### config.mk
export PLATFORM = sky130hd
export DESIGN_NAME = queue_reader
export DESIGN_NICKNAME = d
export VERILOG_FILES = /design/src/rtl/queue_reader.sv
export SDC_FILE = /design/constraint.sdc
export NUM_CORES = 1
export LEC_CHECK = 0
export BUFFER_PORTS_ARGS = -buffer_cell sky130_fd_sc_hd__buf_2
export CAP_MARGIN = 20
export CORE_MARGIN = 1.5
export CORE_UTILIZATION = 30
export CTS_CLUSTER_DIAMETER = 50
export DETAILED_ROUTE_END_ITERATION = 8
export HOLD_SLACK_MARGIN = 0.06
export PLACE_DENSITY = 0.63
export SYNTH_ARGS = -nofsm -noshare
export SYNTH_HDL_FRONTEND = slang
export SYNTH_SLANG_ARGS = --single-unit
export TNS_END_PERCENT = 1
### constraint.sdc
create_clock -name clk_10khz -period 1.57 [get_ports clk_10khz]
set_input_delay 0.314 -clock clk_10khz [delete_from_list [all_inputs] [get_ports clk_10khz]]
set_output_delay 0.314 -clock clk_10khz [all_outputs]
set_load 0.1 [all_outputs]
### src/rtl/queue_reader.sv
// Consumer-side controller for the 8-entry queue: pops one word at a time,
// presents it downstream with valid/ack, counts deliveries and flags ack timeouts.
module queue_reader #(
    parameter int DATA_W      = 8,
    parameter int LEN_W       = 4,
    parameter int ACK_TIMEOUT = 16
) (
    input  logic              clk_10khz,
    input  logic              reset,
    input  logic [LEN_W-1:0]  len_in,
    input  logic [DATA_W-1:0] data_in,
    output logic              dequeue_out,
    output logic [DATA_W-1:0] data_out,
    output logic              valid_out,
    input  logic              ack_in,
    output logic              busy_out,
    output logic [7:0]        count_out,
    output logic              timeout_out,
    output logic [1:0]        state_out
);

    // Downstream handshake: data_out is valid while valid_out=1 and is held stable
    // until the edge where ack_in=1 (transfer) or the ack timeout expires (drop).
    typedef enum logic [1:0] {
        S_IDLE    = 2'd0,
        S_POP     = 2'd1,
        S_WAIT    = 2'd2,
        S_PRESENT = 2'd3
    } state_t;

    localparam int TMO_W = (ACK_TIMEOUT > 2) ? $clog2(ACK_TIMEOUT) : 1;
    localparam logic [TMO_W-1:0] TMO_LAST = TMO_W'((ACK_TIMEOUT > 0) ? ACK_TIMEOUT - 1 : 0);
    localparam bit TMO_EN = (ACK_TIMEOUT != 0);

    state_t            state;
    state_t            next_state;
    logic [TMO_W-1:0]  tmo_cnt;
    logic [TMO_W-1:0]  tmo_cnt_d;
    logic              dequeue_d;
    logic [DATA_W-1:0] data_d;
    logic              valid_d;
    logic              busy_d;
    logic [7:0]        count_d;
    logic              timeout_d;
    logic              have_data;
    logic              ack_seen;
    logic              tmo_hit;
    logic              release_word;

    assign have_data    = (len_in != '0);
    assign ack_seen     = (state == S_PRESENT) && ack_in;
    // Ack on the expiry edge takes priority, so the timeout only fires without ack.
    assign tmo_hit      = TMO_EN && (state == S_PRESENT) && !ack_in && (tmo_cnt == TMO_LAST);
    assign release_word = ack_seen || tmo_hit;
    assign state_out    = state;

    always_ff @(posedge clk_10khz) begin
        if (reset) begin
            state <= S_IDLE;
        end else begin
            state <= next_state;
        end
    end

    always_comb begin
        next_state = state;
        case (state)
            S_IDLE: begin
                if (have_data) next_state = S_POP;
            end
            S_POP: begin
                next_state = S_WAIT;
            end
            S_WAIT: begin
                next_state = S_PRESENT;
            end
            S_PRESENT: begin
                if (release_word) next_state = have_data ? S_POP : S_IDLE;
            end
            default: begin
                next_state = S_IDLE;
            end
        endcase
    end

    // Outputs are computed from the next state so every port comes straight off a flop.
    always_comb begin
        dequeue_d = (next_state == S_POP);
        busy_d    = (next_state != S_IDLE);
        valid_d   = (next_state == S_PRESENT);
        data_d    = data_out;
        count_d   = count_out;
        timeout_d = timeout_out | tmo_hit;
        tmo_cnt_d = tmo_cnt;
        if (state == S_WAIT) begin
            data_d    = data_in;
            tmo_cnt_d = '0;
        end
        if (ack_seen) begin
            count_d = count_out + 8'd1;
        end else if (state == S_PRESENT) begin
            tmo_cnt_d = tmo_cnt + 1'b1;
        end
    end

    always_ff @(posedge clk_10khz) begin
        if (reset) begin
            dequeue_out <= 1'b0;
            data_out    <= '0;
            valid_out   <= 1'b0;
            busy_out    <= 1'b0;
            count_out   <= '0;
            timeout_out <= 1'b0;
            tmo_cnt     <= '0;
        end else begin
            dequeue_out <= dequeue_d;
            data_out    <= data_d;
            valid_out   <= valid_d;
            busy_out    <= busy_d;
            count_out   <= count_d;
            timeout_out <= timeout_d;
            tmo_cnt     <= tmo_cnt_d;
        end
    end

endmodule

# Yosys cells after proc, flatten, opt, wreduce, memory -nomap -nowiden
# Index checks and enable logic that the tools add are counted.
# totals
ff_bits	26
elab_cells	32
out_inout_bits	22
# classes
muxes	7
reduce_logical	8
eq_ne	6
n_addsub	2
n_bitwise	1
# op_table
op	n
$mux W4	3
$add A8 B1 Y8 const B	1
$pmux W2 S4	1
$eq A2 B2 Y1 const B	3
$add A4 B1 Y4 const B	1
$eq A2 B1 Y1 const B	2
$eq A4 B4 Y1 const B	1
$mux W2	2
$reduce_bool A4 Y1	1
$logic_and A1 B1 Y1	3
$logic_not A2 Y1	1
$reduce_bool A2 Y1	1
$logic_not A1 Y1	1
$logic_or A1 B1 Y1	1
$mux W1	1
$or A1 B1 Y1	1

# Logic depth before layout (Yosys ltp)
# logic_depth
word_depth	7
depth_mapped	5
mapped_depth_nobuf	5

# Worst setup path before layout
# No wires, ideal clock.
# synth_timing
path_type	register -> register
from	register state[0], in the netlist state_out[0]
to	register count_out[5]
path_stages_with_launch	5
arrival_ps	1897
required_ps	1500
period_less_slack_ps	1967
setup_slack_ps	-397
path_buffers	1
setup_ps	70
path_cell_list	dfxtp_1 buf_4 nand4_4 or3_1 a21oi_1
# synth_between
elab_chain_len	2
# synth_rtl
element	line_no	text
from (decl)	35	state_t state;
from (signal assigned)	61	state <= next_state;
$eq A2 B2 Y1	51	assign ack_seen = (state == S_PRESENT) && ack_in;
$logic_and A1 B1 Y1	51	
to (signal assigned)	120	count_out <= count_d;
to (decl)	17	output logic [7:0] count_out,
# No other way between the ends.
# A chain may end at the register's enable or synchronous reset.

# Worst setup path after layout
# layout_timing
from	register count_out[4]
to	output port count_out[4]
# No word-level cell between the ends.

==> results.cfg <==
[clock_network]
postCtsHoldBufs = 0
clkTransAtPathRegs_ns = 0.14
cts-root-buf = clkbuf_4
htree_levels = 1
cts_made_buffers = 3
clkSinkCount = 26
cts_buffer_depth = 2
clock_latency_ns = 0.31
cts_tree = done

[power_and_ir_drop]
p_int_mw = 0.9045
pwr-share-seq_pct = 52.2
p_clk_share_pct = 24.2
p_comb_share_pct = 23.5
p_switching_mw = 0.4741
ir_worst_vdd_mv = 0.3030
power.share.switching_pct = 34.39
power_density_nw_per_um2 = 1014
p_leak_nw = 0.5834

[global_routing]
grt_util_all_layers_pct = 13.08
grt_pass1_vias = 939
grt_pass1_wl_mm = 4.243
antenna_found_initial = 0
grt_max_degree = 18
overflow = 0

[floorplanning]
coreArea_sq_um = 3390
rows = 21
die_w_microns = 63.00
start_util_pct = 31.86
io_pins = 37
die_h_microns = 63.00
die_area_sq_um = 3968

[routing]
wl_mm = 2.290
vias_per_cell = 4.819
met2_length_mm = 1.116
drtPass1Iterations = 4
final_antenna_net_count = 0
wire_per_inst_microns = 11.23
drc = 0
met3_length_microns = 142
vias = 983
wl_met1_mm = 1.003
drt_iter0_drc = 65
top_layer = met4

[critical_path]
slowest_stage = buf_2
required_ns = 1.26
r2r-start = state_out[1]
critical_path_cell_count = 1
endpoint_kind = output pin
worstSetupPathType = reg2out
crit_family = buffers and inverters
rrSetupSlack_ns = 0.23
r2r_end = state_out[0]
r2r_cells = 4
path_cells = buf_2
setup.worst_path.end = count_out[4]
crit_arrival_ns = 1.18
cp-start-kind = flip-flop
cp.buffers_inverters = 1
crit_path_max_fanout = 5
slowest_delay_ns = 0.45
worstSetupStartpoint = count_out[4]

[synth]
synth_cells = 123
synth_warnings = 0
synth_seq_cells = 26
synth_cell_types = 33
seq_area_frac_synth_pct = 48.20
syn_nets = 140
synthesis.area_sq_um = 1080
synth_edf_count = 0
avgSynthCellArea_sq_um = 8.779
async_flop_share_pct = 0
ys.flop_type = dfxtp_1

[status]
status = completed

[cells_and_area]
area_growth_pct = 25.96
drive_above_1_share_pct = 31.65
diodes = 0
fill_cells = 333
fin_nets = 176

[timing]
setup-violations-final = 0
min_period_ns = 1.495
finalHoldViolCount = 0
setup_ws_ns = 0.07497
relSlewSlack_pct = 62.26
worstMarginPinSlew_ns = 0.5609
maxSlewViolCount = 0
hold_slack_ns = 0.2193
clock.fmax_mhz = 668.9
skew_ns = 0.002771
post-route-period-util_pct = 95.22
rsz0062_at_grt = no

[placement]
port_buffers = 36
post-dp-hpwl_mm = 1.728
place_congestion = 0.7585
pre_cts_ws_ns = 0.2529

[job]
maxCapViolCount = 0

[min_path]
holdCritPathClass = in2reg
[repair_timing]
action	CTS	global route
endpoints found under the setup margin	1	2
setup buffers	0	0
gates resized for setup	1	2
[how the worst min path moves through the flow]
stage / start / depth (start not counted) / to / slack (ns)
2_1_floorplan: data_in[0] / 2 / data_out[0] / 0.45
3_3_place_gp: data_out[0] / 2 / data_out[0] / 0.44
3_5_place_dp: data_out[7] / 2 / data_out[7] / 0.45
4_1_cts: data_in[4] / 3 / data_out[4] / 0.21
5_1_grt: data_in[0] / 3 / data_out[0] / 0.19
6_report: data_in[0] / 3 / data_out[0] / 0.22
[kinds of logic after synthesis]
| kind of cell | Yosys count | share of synthesized area, % |
|---|---|---|
| multiplexers | 2 | 1.970 |
| adder cells (fa/ha/maj) | 2 | 2.317 |
| buffers and inverters | 8 | 3.707 |
| AND/OR/NAND/NOR | 56 | 27.00 |
| AO/OA/AOI/OAI | 25 | 13.56 |
| flip-flops | 26 | 48.20 |
| XOR/XNOR | 4 | 3.245 |
[flip-flops by register name, indices dropped and copies added (netlist names)]
signal	flops
data_out	8
count_out	8
tmo_cnt	4
state_out	2
valid_out	1
timeout_out	1
dequeue_out	1
busy_out	1
[synth_stat cells (3+ instances only)]
cell type  instances  area share (%)
dfxtp_1           26              48
or3_1              3             1.7
nor2b_1            3             1.7
clkbuf_1           3             1.0
a21oi_1           16             7.4
nand2_1           21             7.3
nor2_1            10             3.5
o21ai_0            4             1.9
nand2b_1           3             1.7
nor3_1             4             1.9
[worst register-to-register path, stage by stage (launching register included)]
cell and delay [ns]:
dfxtp_2 0.51, and3b_1 0.24, nor2_1 0.07, a41o_2 0.27
a211oi_2 0.17
[power groups by stage]
stage	sequential (mW)	combinational, mW	clock [mW]
after CTS	0.720	0.327	0.345
after floorplan	0.901	0.0900	0
after global placement	0.731	0.322	0
after detailed placement	0.734	0.325	0
final	0.720	0.325	0.334
after global routing	0.726	0.342	0.385
[placed cells by master (no fill, tap or decap), types with 2 or more instances in the layout]
cell | netlist | layout
xnor2_1 | 2 | 2
nand3_1 | 2 | 2
nor2b_1 | 3 | 3
ha_1 | 2 | 2
nand4_1 | 2 | 2
buf_2 | 2 | 32
nor3_1 | 4 | 4
clkbuf_4 | 0 | 5
buf_4 | 2 | 3
or3_1 | 3 | 3
o21ai_0 | 4 | 4
a21oi_1 | 16 | 16
dfxtp_2 | 0 | 4
xor2_1 | 2 | 2
nand2_1 | 21 | 21
dfxtp_1 | 26 | 22
nor2_1 | 10 | 10
nand2b_1 | 3 | 3
[per-stage QoR]
step                utilization [%]  setup TNS [ns]  instances  instance area, sq um  power (mW)
detailed placement            38.83               0        200                  1316       1.059
finish                        40.13               0        204                  1360       1.379
CTS                           39.98               0        204                  1355       1.391
floorplan                         -          -1.113        123                  1085      0.9909
global placement              38.83               0        200                  1316       1.053
global route                  40.13               0        204                  1360       1.453
[layer usage]
layer / track usage (%) / vias to the layer above
met3: 2.883 / 2
met2: 23.40 / 35
met5: 0 / -
li1: - / 495
met1: 15.02 / 451
met4: 5.000 / 0
[cell type report]
class	instances	area, sq um	share of cell area (%)
Clock buffer	4	36.28	2.668
Inverter	1	3.754	0.2760
Multi-Input combinational cell	89	519.2	38.18
Sequential cell	26	525.5	38.64
Tap cell	46	57.56	4.232
Timing Repair Buffer	38	217.7	16.01
Power figures use the tool's default switching activity.
